**src/rtl/scan_code_gen.sv**
```systemverilog
// -----------------------------------------------------------------------------
// scan_code_gen
//
// Produces the 3-bit select code for a downstream 3-to-8 decoder used in
// LED/digit scanning. The code walks through 0..last either automatically on a
// prescaled tick (RUN) or once per rising edge of step_req (STEP). Counting
// direction and the top of the range may change between advances.
//
// Parameters
//   CLK_DIV     clk cycles per auto-advance tick, legal range 2..2^24
//
// Ports
//   clk         in   1  system clock, rising edge
//   rst_n       in   1  asynchronous active-low reset
//   en          in   1  block enable; 0 holds the code and clears the prescaler
//   step_mode   in   1  0 = auto-advance on tick, 1 = advance on step_req edge
//   step_req    in   1  manual step request, rising-edge detected internally
//   dir         in   1  0 = count up, 1 = count down
//   last        in   3  highest code of the scan range
//   code_out    out  3  current select code (decoder data_in)
//   code_valid  out  1  strobe in the cycle code_out takes a new value
//   tick        out  1  prescaler strobe, high while the count sits at CLK_DIV-1
// -----------------------------------------------------------------------------
module scan_code_gen #(
  parameter int unsigned CLK_DIV = 100000
) (
  input  logic       clk,
  input  logic       rst_n,
  input  logic       en,
  input  logic       step_mode,
  input  logic       step_req,
  input  logic       dir,
  input  logic [2:0] last,
  output logic [2:0] code_out,
  output logic       code_valid,
  output logic       tick
);

  // Terminal prescaler count; CLK_DIV = 2^24 still fits in 24 bits after -1.
  localparam logic [23:0] DIV_MAX = 24'(CLK_DIV - 32'd1);

  typedef enum logic [1:0] {
    ST_IDLE = 2'd0,
    ST_RUN  = 2'd1,
    ST_STEP = 2'd2
  } state_t;

  state_t      state_r;
  state_t      state_nxt_s;
  logic [23:0] presc_r;
  logic [23:0] presc_inc_s;
  logic        step_req_d_r;
  logic        adv_s;
  logic [2:0]  code_nxt_s;

  // Next select code for one advance. A code above the range (after 'last'
  // shrank) re-enters the range at its natural start for the direction.
  function automatic logic [2:0] next_code(input logic [2:0] cur,
                                           input logic       down,
                                           input logic [2:0] top);
    logic [2:0] res;
    res = 3'd0;
    if (down) begin
      if ((cur == 3'd0) || (cur > top)) begin
        res = top;
      end else begin
        res = cur - 3'd1;
      end
    end else begin
      if (cur >= top) begin
        res = 3'd0;
      end else begin
        res = cur + 3'd1;
      end
    end
    return res;
  endfunction

  // Mode selection is a pure function of the current enable/mode inputs.
  always_comb begin
    state_nxt_s = ST_IDLE;
    if (!en) begin
      state_nxt_s = ST_IDLE;
    end else if (step_mode) begin
      state_nxt_s = ST_STEP;
    end else begin
      state_nxt_s = ST_RUN;
    end
  end

  // Prescaler increment; a count that was not running restarts from zero.
  always_comb begin
    presc_inc_s = 24'd0;
    if ((state_r == ST_RUN) && (presc_r != DIV_MAX)) begin
      presc_inc_s = presc_r + 24'd1;
    end else begin
      presc_inc_s = 24'd0;
    end
  end

  // Advance event as seen by the state currently held; the new mode only
  // governs from the following cycle, so an event coinciding with en falling
  // is still applied.
  always_comb begin
    adv_s = 1'b0;
    case (state_r)
      ST_RUN:  adv_s = tick;
      ST_STEP: adv_s = step_req & ~step_req_d_r;
      ST_IDLE: adv_s = 1'b0;
      default: adv_s = 1'b0;
    endcase
  end

  assign code_nxt_s = next_code(code_out, dir, last);

  // Controller: mode state, prescaler, step edge history and registered outputs.
  always_ff @(posedge clk or negedge rst_n) begin
    if (!rst_n) begin
      state_r      <= ST_IDLE;
      presc_r      <= 24'd0;
      step_req_d_r <= 1'b0;
      tick         <= 1'b0;
      code_out     <= 3'd0;
      code_valid   <= 1'b0;
    end else begin
      state_r <= state_nxt_s;
      // Updated in every state so a level held across a mode switch is not
      // mistaken for a fresh request.
      step_req_d_r <= step_req;
      // Gating on the next state keeps tick confined to cycles spent in RUN,
      // so it can never be seen while in STEP or IDLE.
      if (state_nxt_s == ST_RUN) begin
        presc_r <= presc_inc_s;
        tick    <= (presc_inc_s == DIV_MAX);
      end else begin
        presc_r <= 24'd0;
        tick    <= 1'b0;
      end
      if (adv_s) begin
        code_out   <= code_nxt_s;
        code_valid <= 1'b1;
      end else begin
        code_valid <= 1'b0;
      end
    end
  end

endmodule

```
**config.mk**
```make
export PLATFORM = sky130hd
export DESIGN_NAME = scan_code_gen
export DESIGN_NICKNAME = d
export VERILOG_FILES = /design/src/rtl/scan_code_gen.sv
export SDC_FILE = /design/constraint.sdc
export NUM_CORES = 1
export LEC_CHECK = 0
export BUFFER_PORTS_ARGS = -buffer_cell sky130_fd_sc_hd__buf_2
export CAP_MARGIN = 20
export CORE_ASPECT_RATIO = 1.1
export CORE_UTILIZATION = 64
export DETAILED_ROUTE_END_ITERATION = 10
export PLACE_DENSITY = 0.84
export SETUP_SLACK_MARGIN = 0.15
export SLEW_MARGIN = 20
export SYNTH_ARGS = -nofsm -noshare
export SYNTH_HDL_FRONTEND = slang
export SYNTH_SLANG_ARGS = --single-unit
export TNS_END_PERCENT = 50
```
**constraint.sdc**
```tcl
create_clock -name clk -period 3.65 [get_ports clk]
set_clock_uncertainty 0.15 [all_clocks]
set_input_delay 0.73 -clock clk [delete_from_list [all_inputs] [get_ports clk]]
set_output_delay 0.73 -clock clk [all_outputs]
set_load 0.03 [all_outputs]
```
==> impl_results.rst, run 1 <==
.. list-table::
   :header-rows: 1

   * - Metric
     - Value
   * - Core footprint
     - 2850 µm²
   * - Die outline area
     - 3300 µm²
   * - Number of rows created at floorplan
     - 20
   * - Number of detailed-routing iterations run before antenna repair
     - 4
   * - Final net count
     - 258
   * - Stages on the worst setup path
     - 7
   * - Final core occ
     - 75.0%
   * - Worst endpoint data arrival time
     - 2.59 ns
   * - Max-cap viol count
     - 0
   * - Die width
     - 54.9 µm
   * - Remaining antenna violation count
     - 0
   * - Final sum of negative setup slack
     - 0 ns
   * - Initial antenna violation count
     - 0
   * - Unrepaired setup endpoints after global routing
     - no
   * - Number of inserted filler cells in the final layout
     - 220
   * - Layout Cells excl Fill
     - 274
   * - Number of instances resized during post-cts repair
     - 0
   * - Starting DRC count in detailed routing
     - 84
   * - Fin. Hold Viols
     - 0
   * - Vias post-DR
     - 1740
   * - TritonCTS buffer count
     - 5
   * - Post-synth cell types
     - 44
   * - Min-delay worst type
     - input port to asynchronous set/reset pin
   * - Number of top-level pins
     - 14
   * - Crit path kind
     - flip-flop to flip-flop
   * - Register bit count reported by yosys
     - 32
   * - Clock tree from TritonCTS
     - built
   * - Critical Path Start Type
     - flip-flop
   * - Worst IR drop on VDD
     - 353 µV
   * - CTS HTree Levels
     - 2
   * - Crit path cell chain
     - ha_1 -> nand3_1 -> or4_1 -> or3_1 -> a21oi_1 -> nand2_1 -> nor4_1
   * - Avg Cell Area, Syn
     - 8.91 µm²
   * - Number of hold buffers added after CTS
     - 0
   * - Launching element of the worst setup path
     - presc_r[0]
   * - Mapped cell area
     - 1970 µm²
   * - Clk sinks
     - 32
   * - Synthesis-to-finish area growth
     - 8.65%
   * - Number of buffers inserted by port buffering
     - 13
   * - Cell class contributing the biggest share of worst-path delay
     - simple AND/OR/NAND/NOR gates
   * - Int Pwr
     - 546 µW
   * - DRC Markers
     - 0
   * - Relative contribution of the clock network to total power
     - 25.7%
   * - Starting density of the core
     - 69.0%
   * - Layout cell share with drive strength beyond 1
     - 11.6%
   * - Worst r2r dst
     - tick
   * - Final period utilization
     - 68.5%
   * - Register-to-register setup slack
     - 1.15 ns
   * - DPL Wire Length
     - 3210 µm
   * - Register-to-Register Path Depth
     - 7
   * - Setup bufs post-CTS
     - 0
   * - Number of vias per cell
     - 6.35
   * - Slowest Stage Delay on Critical Path
     - 0.60 ns
   * - Async S/R FF share, synth
     - 100%
   * - Data required time of the worst path
     - 3.74 ns
   * - Power density normalized to cell area
     - 384 nW/µm²
   * - Count of flip-flops with a built-in enable after synthesis
     - 0
   * - Maximum clock frequency
     - 400 MHz
   * - Number of global-route vias before repair
     - 1614
   * - Gate count after technology mapping
     - 221
   * - Average wire per cell in the routed design
     - 15.5 µm
   * - Fraction of power consumed by combinational cells
     - 27.0%
   * - Max-slew violations
     - 0
   * - Worst skew pair latency
     - 0.34 ns
   * - Global Route Usage Sum
     - 29.7%
   * - Buffer depth of the longest clock path
     - 2
   * - GR Overflow Total
     - 0
   * - Diodes inserted
     - 0
   * - Crit end category
     - flip-flop
   * - Worst slew margin relative to its limit
     - 46.8%
   * - Primary flip-flop cell chosen by synthesis mapping
     - sky130_fd_sc_hd__dfrtp_1
   * - Total wire length after detailed routing
     - 4260 µm
   * - Pin count of the biggest net entering global routing
     - 33
   * - Endpoint of the most critical setup path
     - tick
   * - Largest driver fanout on the critical path
     - 7
   * - Reg-to-reg startpoint
     - presc_r[0]
   * - Status
     - complete, no violations
   * - Reported net switching power
     - 275 µW
   * - Synthesized Nets
     - 239
   * - Inst Count DP
     - 266
   * - Wire length of the first global-routing pass
     - 6810 µm
   * - Leakage dissipation
     - 0.890 nW
   * - Clock-pin slew of the registers on the worst-case setup and hold paths
     - 0.10 ns
   * - Min Tclk post-route
     - 2.50 ns
   * - Placer Congestion
     - 0.913
   * - Cell at the root of the clock tree
     - sky130_fd_sc_hd__clkbuf_4
   * - Overall die height
     - 60.2 µm
   * - Standard cell with the maximum stage delay on the critical path
     - sky130_fd_sc_hd__or4_1
   * - Worst-Margin Slew
     - 0.794 ns
   * - Sequential Power Share
     - 47.3%
   * - Switching Share
     - 33.6%
   * - Final number of setup-violating endpoints
     - 0
   * - Combined buffer and inverter count along the critical path
     - 0
   * - Sequential area share after synthesis
     - 40.7%
   * - Number of synthesis warnings
     - 0
==> power groups by stage <==
stage	Combinational, mW	Clock [mW]	Sequential [mW]
after floorplan	0.134	0	0.416
after global placement	0.204	0	0.392
after detailed placement	0.218	0	0.396
after CTS	0.219	0.219	0.388
after global routing	0.244	0.227	0.390
final	0.221	0.211	0.389
==> worst reg2reg max path, cell delays in order (launching register included) <==
cell and delay [ns]:
sky130_fd_sc_hd__dfrtp_1 0.46, sky130_fd_sc_hd__ha_1 0.27, sky130_fd_sc_hd__nand3_1 0.17, sky130_fd_sc_hd__or4_1 0.60, sky130_fd_sc_hd__or3_1 0.33, sky130_fd_sc_hd__a21oi_1 0.19, sky130_fd_sc_hd__nand2_1 0.07, sky130_fd_sc_hd__nor4_1 0.17
==> cells in the final DEF (no fill, tap or decap), types with 2 or more instances in the layout <==
| master | count |
|---|---|
| sky130_fd_sc_hd__and2_1 | 2 |
| sky130_fd_sc_hd__nor4b_1 | 3 |
| sky130_fd_sc_hd__xnor2_1 | 12 |
| sky130_fd_sc_hd__nor2b_1 | 3 |
| sky130_fd_sc_hd__nand2b_1 | 3 |
| sky130_fd_sc_hd__buf_4 | 2 |
| sky130_fd_sc_hd__a211oi_1 | 2 |
| sky130_fd_sc_hd__nor2_1 | 26 |
| sky130_fd_sc_hd__nand4_1 | 7 |
| sky130_fd_sc_hd__nand2_1 | 14 |
| sky130_fd_sc_hd__a21oi_1 | 8 |
| sky130_fd_sc_hd__and3_1 | 7 |
| sky130_fd_sc_hd__xor2_1 | 8 |
| sky130_fd_sc_hd__nand3_1 | 16 |
| sky130_fd_sc_hd__clkbuf_4 | 5 |
| sky130_fd_sc_hd__buf_2 | 13 |
| sky130_fd_sc_hd__inv_1 | 16 |
| sky130_fd_sc_hd__dfrtp_1 | 32 |
| sky130_fd_sc_hd__or4_1 | 2 |
| sky130_fd_sc_hd__ha_1 | 9 |
| sky130_fd_sc_hd__or3_1 | 2 |
| sky130_fd_sc_hd__o22ai_1 | 2 |
| sky130_fd_sc_hd__nor4_1 | 5 |
| sky130_fd_sc_hd__o21ai_0 | 14 |
| sky130_fd_sc_hd__nor3_1 | 4 |
| sky130_fd_sc_hd__clkinv_2 | 2 |
| sky130_fd_sc_hd__and4_1 | 2 |
==> synthesized netlist by cell type, types with 2 or more instances <==
master / n / area (µm²)
sky130_fd_sc_hd__xnor2_1: 12 / 105
sky130_fd_sc_hd__and3_1: 7 / 43.8
sky130_fd_sc_hd__nand4_1: 7 / 43.8
sky130_fd_sc_hd__clkbuf_1: 2 / 7.51
sky130_fd_sc_hd__and4_1: 2 / 17.5
sky130_fd_sc_hd__o21ai_0: 14 / 70.1
sky130_fd_sc_hd__nor2_1: 26 / 97.6
sky130_fd_sc_hd__nor3_1: 4 / 20.0
sky130_fd_sc_hd__a21oi_1: 8 / 40.0
sky130_fd_sc_hd__ha_1: 9 / 113
sky130_fd_sc_hd__and2_1: 2 / 12.5
sky130_fd_sc_hd__nor4b_1: 3 / 26.3
sky130_fd_sc_hd__nor4_1: 5 / 31.3
sky130_fd_sc_hd__xor2_1: 8 / 70.1
sky130_fd_sc_hd__nand3_1: 16 / 80.1
sky130_fd_sc_hd__nand2b_1: 3 / 18.8
sky130_fd_sc_hd__a211oi_1: 2 / 15.0
sky130_fd_sc_hd__or4_1: 2 / 15.0
sky130_fd_sc_hd__dfrtp_1: 32 / 801
sky130_fd_sc_hd__nor2b_1: 3 / 18.8
sky130_fd_sc_hd__inv_1: 16 / 60.1
sky130_fd_sc_hd__o22ai_1: 2 / 12.5
sky130_fd_sc_hd__or3_1: 2 / 12.5
sky130_fd_sc_hd__nand2_1: 14 / 52.6
==> worst min-delay path by stage <==
stage	start	end	slack, ns	cells after the start
2_1_floorplan	rst_n	code_out[0]	0.28	0
3_3_place_gp	presc_r[0]	presc_r[0]	0.37	1
3_5_place_dp	presc_r[0]	presc_r[0]	0.41	1
4_1_cts	rst_n	state_r[1]	0.28	1
5_1_grt	rst_n	state_r[1]	0.32	1
6_report	rst_n	state_r[1]	0.26	1
==> registers in the layout, summed over array words and instances, names as in the netlist <==
register	count
presc_r	24
tick	1
step_req_d_r	1
state_r	2
code_out	3
code_valid	1
==> stage by stage <==
stage / power, mW / area, µm² / hold slack, ns / worst slack, ns
after floorplan: 0.550 / 1970 / 0.284 / 1.39
after global placement: 0.596 / 2080 / 0.374 / 1.19
after detailed placement: 0.614 / 2080 / 0.412 / 1.12
after CTS: 0.826 / 2140 / 0.276 / 1.17
after global routing: 0.861 / 2140 / 0.316 / 0.897
final: 0.821 / 2140 / 0.261 / 1.15
==> layout make-up <==
class	count	area (µm²)	share of cell area (%)
Inverter	16	60.1	2.81
Sequential cell	32	801	37.4
Clock inverter	2	10.0	0.468
Timing Repair Buffer	15	80.1	3.74
Tap cell	33	41.3	1.93
Multi-Input combinational cell	170	1090	51.2
Clock buffer	6	51.3	2.40
==> logic make-up after synthesis <==
family / share of synthesized area [%]
fa+ha+maj: 5.72
xor+xnor: 8.90
buf+inv: 3.69
simple gates: 28.7
flops: 40.7
mux: 1.08
compound gates: 11.3
==> per-layer routing <==
| layer | track usage [%] | up-vias | wire, µm |
|---|---|---|---|
| li1 | - | 831 | - |
| met1 | 32.5 | 840 | 1760 |
| met2 | 52.8 | 63 | 2210 |
| met3 | 7.12 | 6 | 236 |
| met4 | 12.8 | 0 | 51 |
| met5 | 0 | - | 0 |
No activity file was read; power rests on OpenSTA's default activity.
==> inputs of run 2 (changes only) <==
--- a/config.mk
+++ b/config.mk
@@ -5,12 +5,13 @@
 export SDC_FILE = /design/constraint.sdc
 export NUM_CORES = 1
 export LEC_CHECK = 0
+export ABC_AREA = 1
 export BUFFER_PORTS_ARGS = -buffer_cell sky130_fd_sc_hd__buf_2
 export CAP_MARGIN = 20
 export CORE_ASPECT_RATIO = 1.1
-export CORE_UTILIZATION = 64
+export CORE_UTILIZATION = 60
 export DETAILED_ROUTE_END_ITERATION = 10
-export PLACE_DENSITY = 0.84
+export PLACE_DENSITY = 0.79
 export SETUP_SLACK_MARGIN = 0.15
 export SLEW_MARGIN = 20
 export SYNTH_ARGS = -nofsm -noshare
==> constraint.sdc (replaced) <==
create_clock -name clk -period 2.5 [get_ports clk]
set_clock_uncertainty 0.15 [all_clocks]
set_input_delay 0.5 -clock clk [delete_from_list [all_inputs] [get_ports clk]]
set_output_delay 0.5 -clock clk [all_outputs]
set_load 0.03 [all_outputs]
==> run 2 against run 1 <==
  * Fmax grew 22%
  * Largest cell class unchanged
  * Sequential cell count is the same
  * Largest power group unchanged
  * Wire length grew 1.7%
  * Count of clock-buffer cells in the layout grew 1
  * Critical path depth grew 1
  * Critical path type unchanged
  * Register-to-register slack lost 0.70 ns
  * Via count grew 11%
==> impl_results.rst, run 2 <==
.. list-table::
   :header-rows: 1

   * - Metric
     - Value
   * - Cell with the most instances after synthesis
     - sky130_fd_sc_hd__nand2_1
   * - Worst endpoint data arrival time
     - 2.15 ns
   * - Largest family of logic cells by synthesized area
     - simple AND/OR/NAND/NOR gates
   * - Portion of synthesized cell area occupied by the leading cell type
     - 37.4%
   * - Max reg flops
     - 24
   * - Leakage dissipation
     - 1.10 nW
   * - Regs by FF count
     - presc_r x24, code_out x3, state_r x2
   * - Diodes inserted
     - 0
   * - Register with the most flip-flops
     - presc_r
   * - Global Route Usage Sum
     - 26.2%
   * - Placer Congestion
     - 0.894
   * - Number of rows created at floorplan
     - 22
   * - Setup bufs post-CTS
     - 0
   * - Initial antenna violation count
     - 0
   * - Register-to-register setup slack
     - 0.45 ns
   * - Finished Cell Area
     - 2330 µm²
   * - Reported net switching power
     - 371 µW
   * - Max-cap viol count
     - 0
   * - Overall die height
     - 64.7 µm
   * - Remaining antenna violation count
     - 0
   * - Sequential Power Share
     - 49.0%
   * - Average wire per cell in the routed design
     - 11.4 µm
   * - Relative contribution of the clock network to total power
     - 28.2%
   * - Pin count of the biggest net entering global routing
     - 33
   * - Avg Cell Area, Syn
     - 6.89 µm²
   * - Critical Path Start Type
     - flip-flop
   * - Leading cell types in the layout, fill and taps excluded
     - sky130_fd_sc_hd__nand2_1 (84), sky130_fd_sc_hd__nor2_1 (60), sky130_fd_sc_hd__inv_1 (42), sky130_fd_sc_hd__dfrtp_1 (32), sky130_fd_sc_hd__nand3_1 (27)
   * - Number of hold buffers added after CTS
     - 0
   * - DRC Markers
     - 0
   * - Starting density of the core
     - 63.3%
   * - Clk sinks
     - 32
   * - Final sum of negative setup slack
     - 0 ns
   * - Starting DRC count in detailed routing
     - 132
   * - Synthesized Nets
     - 329
   * - Final net count
     - 349
   * - Most frequent standard cell in the layout excluding fill and tap cells
     - sky130_fd_sc_hd__nand2_1
   * - Cell at the root of the clock tree
     - sky130_fd_sc_hd__clkbuf_4
   * - Async S/R FF share, synth
     - 100%
   * - Switching Share
     - 31.9%
   * - Maximum clock frequency
     - 487 MHz
   * - Worst r2r dst
     - code_out[0]
   * - Number of vias per cell
     - 5.11
   * - Crit path kind
     - flip-flop to flip-flop
   * - Final period utilization
     - 82.1%
   * - Number of detailed-routing iterations run before antenna repair
     - 4
   * - Count of flip-flops with a built-in enable after synthesis
     - 0
   * - Final number of setup-violating endpoints
     - 0
   * - Clock tree from TritonCTS
     - built
   * - Vias post-DR
     - 1935
   * - Worst slew margin relative to its limit
     - 53.3%
   * - Fraction of the mapped netlist area in compound gates
     - 5.37%
   * - Worst IR drop on VDD
     - 487 µV
   * - Share of the synthesized netlist area taken by xor and xnor gates
     - 1.63%
   * - Status
     - complete, no violations
   * - Min-delay worst type
     - input port to asynchronous set/reset pin
   * - Number of top-level pins
     - 14
   * - Sequential area share after synthesis
     - 37.4%
   * - Worst hold margin
     - 0.0497 ns
   * - Die width
     - 59.0 µm
   * - Unrepaired setup endpoints after global routing
     - no
   * - Reg-to-reg startpoint
     - code_out[2]
   * - Fraction of power consumed by combinational cells
     - 22.8%
   * - Core footprint
     - 3390 µm²
   * - Int Pwr
     - 791 µW
   * - Synthesized-area fraction occupied by and/or/nand/nor cells
     - 42.1%
   * - Cell area after placement
     - 2270 µm²
   * - Number of buffers inserted by port buffering
     - 13
   * - Power density normalized to cell area
     - 498 nW/µm²
   * - Die outline area
     - 3820 µm²
   * - Clock-pin slew of the registers on the worst-case setup and hold paths
     - 0.10 ns
   * - Top cells by instance count after synthesis
     - sky130_fd_sc_hd__nand2_1 (84), sky130_fd_sc_hd__nor2_1 (60), sky130_fd_sc_hd__inv_1 (42)
   * - Largest driver fanout on the critical path
     - 6
   * - Adder and majority gate portion of the synthesized area
     - 5.25%
   * - Number of global-route vias before repair
     - 1710
   * - Register-to-Register Path Depth
     - 8
   * - Number of instances resized during post-cts repair
     - 0
   * - Layout cell share with drive strength beyond 1
     - 12.4%
   * - Min Tclk post-route
     - 2.05 ns
   * - CTS HTree Levels
     - 2
   * - Crit end category
     - flip-flop
   * - Fin. Hold Viols
     - 0
   * - Worst skew pair latency
     - 0.33 ns
   * - Mapped cell area
     - 2140 µm²
   * - Wire length of the first global-routing pass
     - 7460 µm
   * - Synthesis-to-finish area growth
     - 8.87%
   * - Total wire length after detailed routing
     - 4330 µm
   * - Data required time of the worst path
     - 2.59 ns
   * - Gate count after technology mapping
     - 311
   * - Number of synthesis warnings
     - 0
   * - Share of synthesized area spent on multiplexers
     - 0%
   * - DPL Wire Length
     - 3410 µm
   * - Max-slew violations
     - 0
   * - Register bit count reported by yosys
     - 32
   * - Main area contributors after synthesis
     - sky130_fd_sc_hd__dfrtp_1 (37%), sky130_fd_sc_hd__nand2_1 (15%), sky130_fd_sc_hd__nor2_1 (11%), sky130_fd_sc_hd__inv_1 (7.4%), sky130_fd_sc_hd__nand3_1 (6.3%)
   * - Worst-Margin Slew
     - 0.701 ns
   * - GR Overflow Total
     - 0
   * - TritonCTS buffer count
     - 5
   * - Primary flip-flop cell chosen by synthesis mapping
     - sky130_fd_sc_hd__dfrtp_1
   * - Buffer depth of the longest clock path
     - 2
   * - Post-synth cell types
     - 25
   * - Library cell occupying the most area in the post-synthesis netlist
     - sky130_fd_sc_hd__dfrtp_1
## run 2: changes by cell type after synthesis, sizes merged, moves of 5 or more
| cell | change |
|---|---|
| nand3 | +11 |
| nor2 | +44 |
| xnor2 | -11 |
| and3 | -7 |
| inv | +29 |
| nand2 | +77 |
| o21ai | -9 |
| xor2 | -5 |
## run 2: power groups by stage
| stage | registers (mW) | logic, mW | clock network [mW] |
|---|---|---|---|
| floorplan | 0.611 | 0.153 | 0 |
| global placement | 0.580 | 0.259 | 0 |
| detailed placement | 0.579 | 0.268 | 0 |
| CTS | 0.570 | 0.268 | 0.337 |
| global route | 0.574 | 0.303 | 0.364 |
| finish | 0.570 | 0.265 | 0.327 |
## run 2: kinds of logic after synthesis
logic type	after synthesis
AOI/OAI and AO/OA	21
adders and majority gates	9
xor gates and xnor gates	4
and+or+nand+nor	199
DFF	32
buffers and inverters	46
## run 2: worst max-delay path by stage
stage / end / startpoint / cells after the start / slack, ns
finish: code_out[0] / code_out[2] / 8 / 0.45
global route: code_out[0] / code_out[2] / 8 / 0.28
CTS: tick / presc_r[0] / 10 / 0.45
detailed placement: code_out[0] / last[2] / 10 / 0.33
global placement: code_out[0] / last[2] / 10 / 0.45
floorplan: code_out[0] / code_out[2] / 8 / 0.56
## run 2: worst max-delay path: stages (launching register included)
cell	delay [ns]
sky130_fd_sc_hd__dfrtp_1	0.48
sky130_fd_sc_hd__ha_1	0.35
sky130_fd_sc_hd__a21oi_1	0.21
sky130_fd_sc_hd__nand2_1	0.08
sky130_fd_sc_hd__nand2_1	0.06
sky130_fd_sc_hd__o21ai_0	0.20
sky130_fd_sc_hd__o21ai_0	0.24
sky130_fd_sc_hd__nand2_1	0.07
sky130_fd_sc_hd__a22oi_1	0.15
## run 2: per-layer routing
metal  routed length [µm]  global-route usage [%]  vias to the layer above
met5                    0                       0                        -
met4                   63                    7.44                        0
met3                  159                    6.39                        8
met2                 2010                    41.3                       42
met1                 2090                    35.3                      875
li1                     -                       -                     1010
## run 2: through the flow
stage / total power [mW] / util (%) / worst slack (ns) / cells
6_report: 1.16 / 68.9 / 0.446 / 379
5_1_grt: 1.24 / 68.9 / 0.276 / 379
4_1_cts: 1.17 / 68.9 / 0.446 / 379
3_5_place_dp: 0.847 / 67.0 / 0.325 / 372
3_3_place_gp: 0.838 / 67.0 / 0.451 / 372
2_1_floorplan: 0.764 / - / 0.555 / 311
## run 2: area by class of cell
type	count	area, µm²
Multi-Input combinational cell	233	1170
Timing Repair Buffer	14	72.6
Inverter	45	169
Tap cell	48	60.1
Clock buffer	7	65.1
Sequential cell	32	801
Fill cell	322	1050
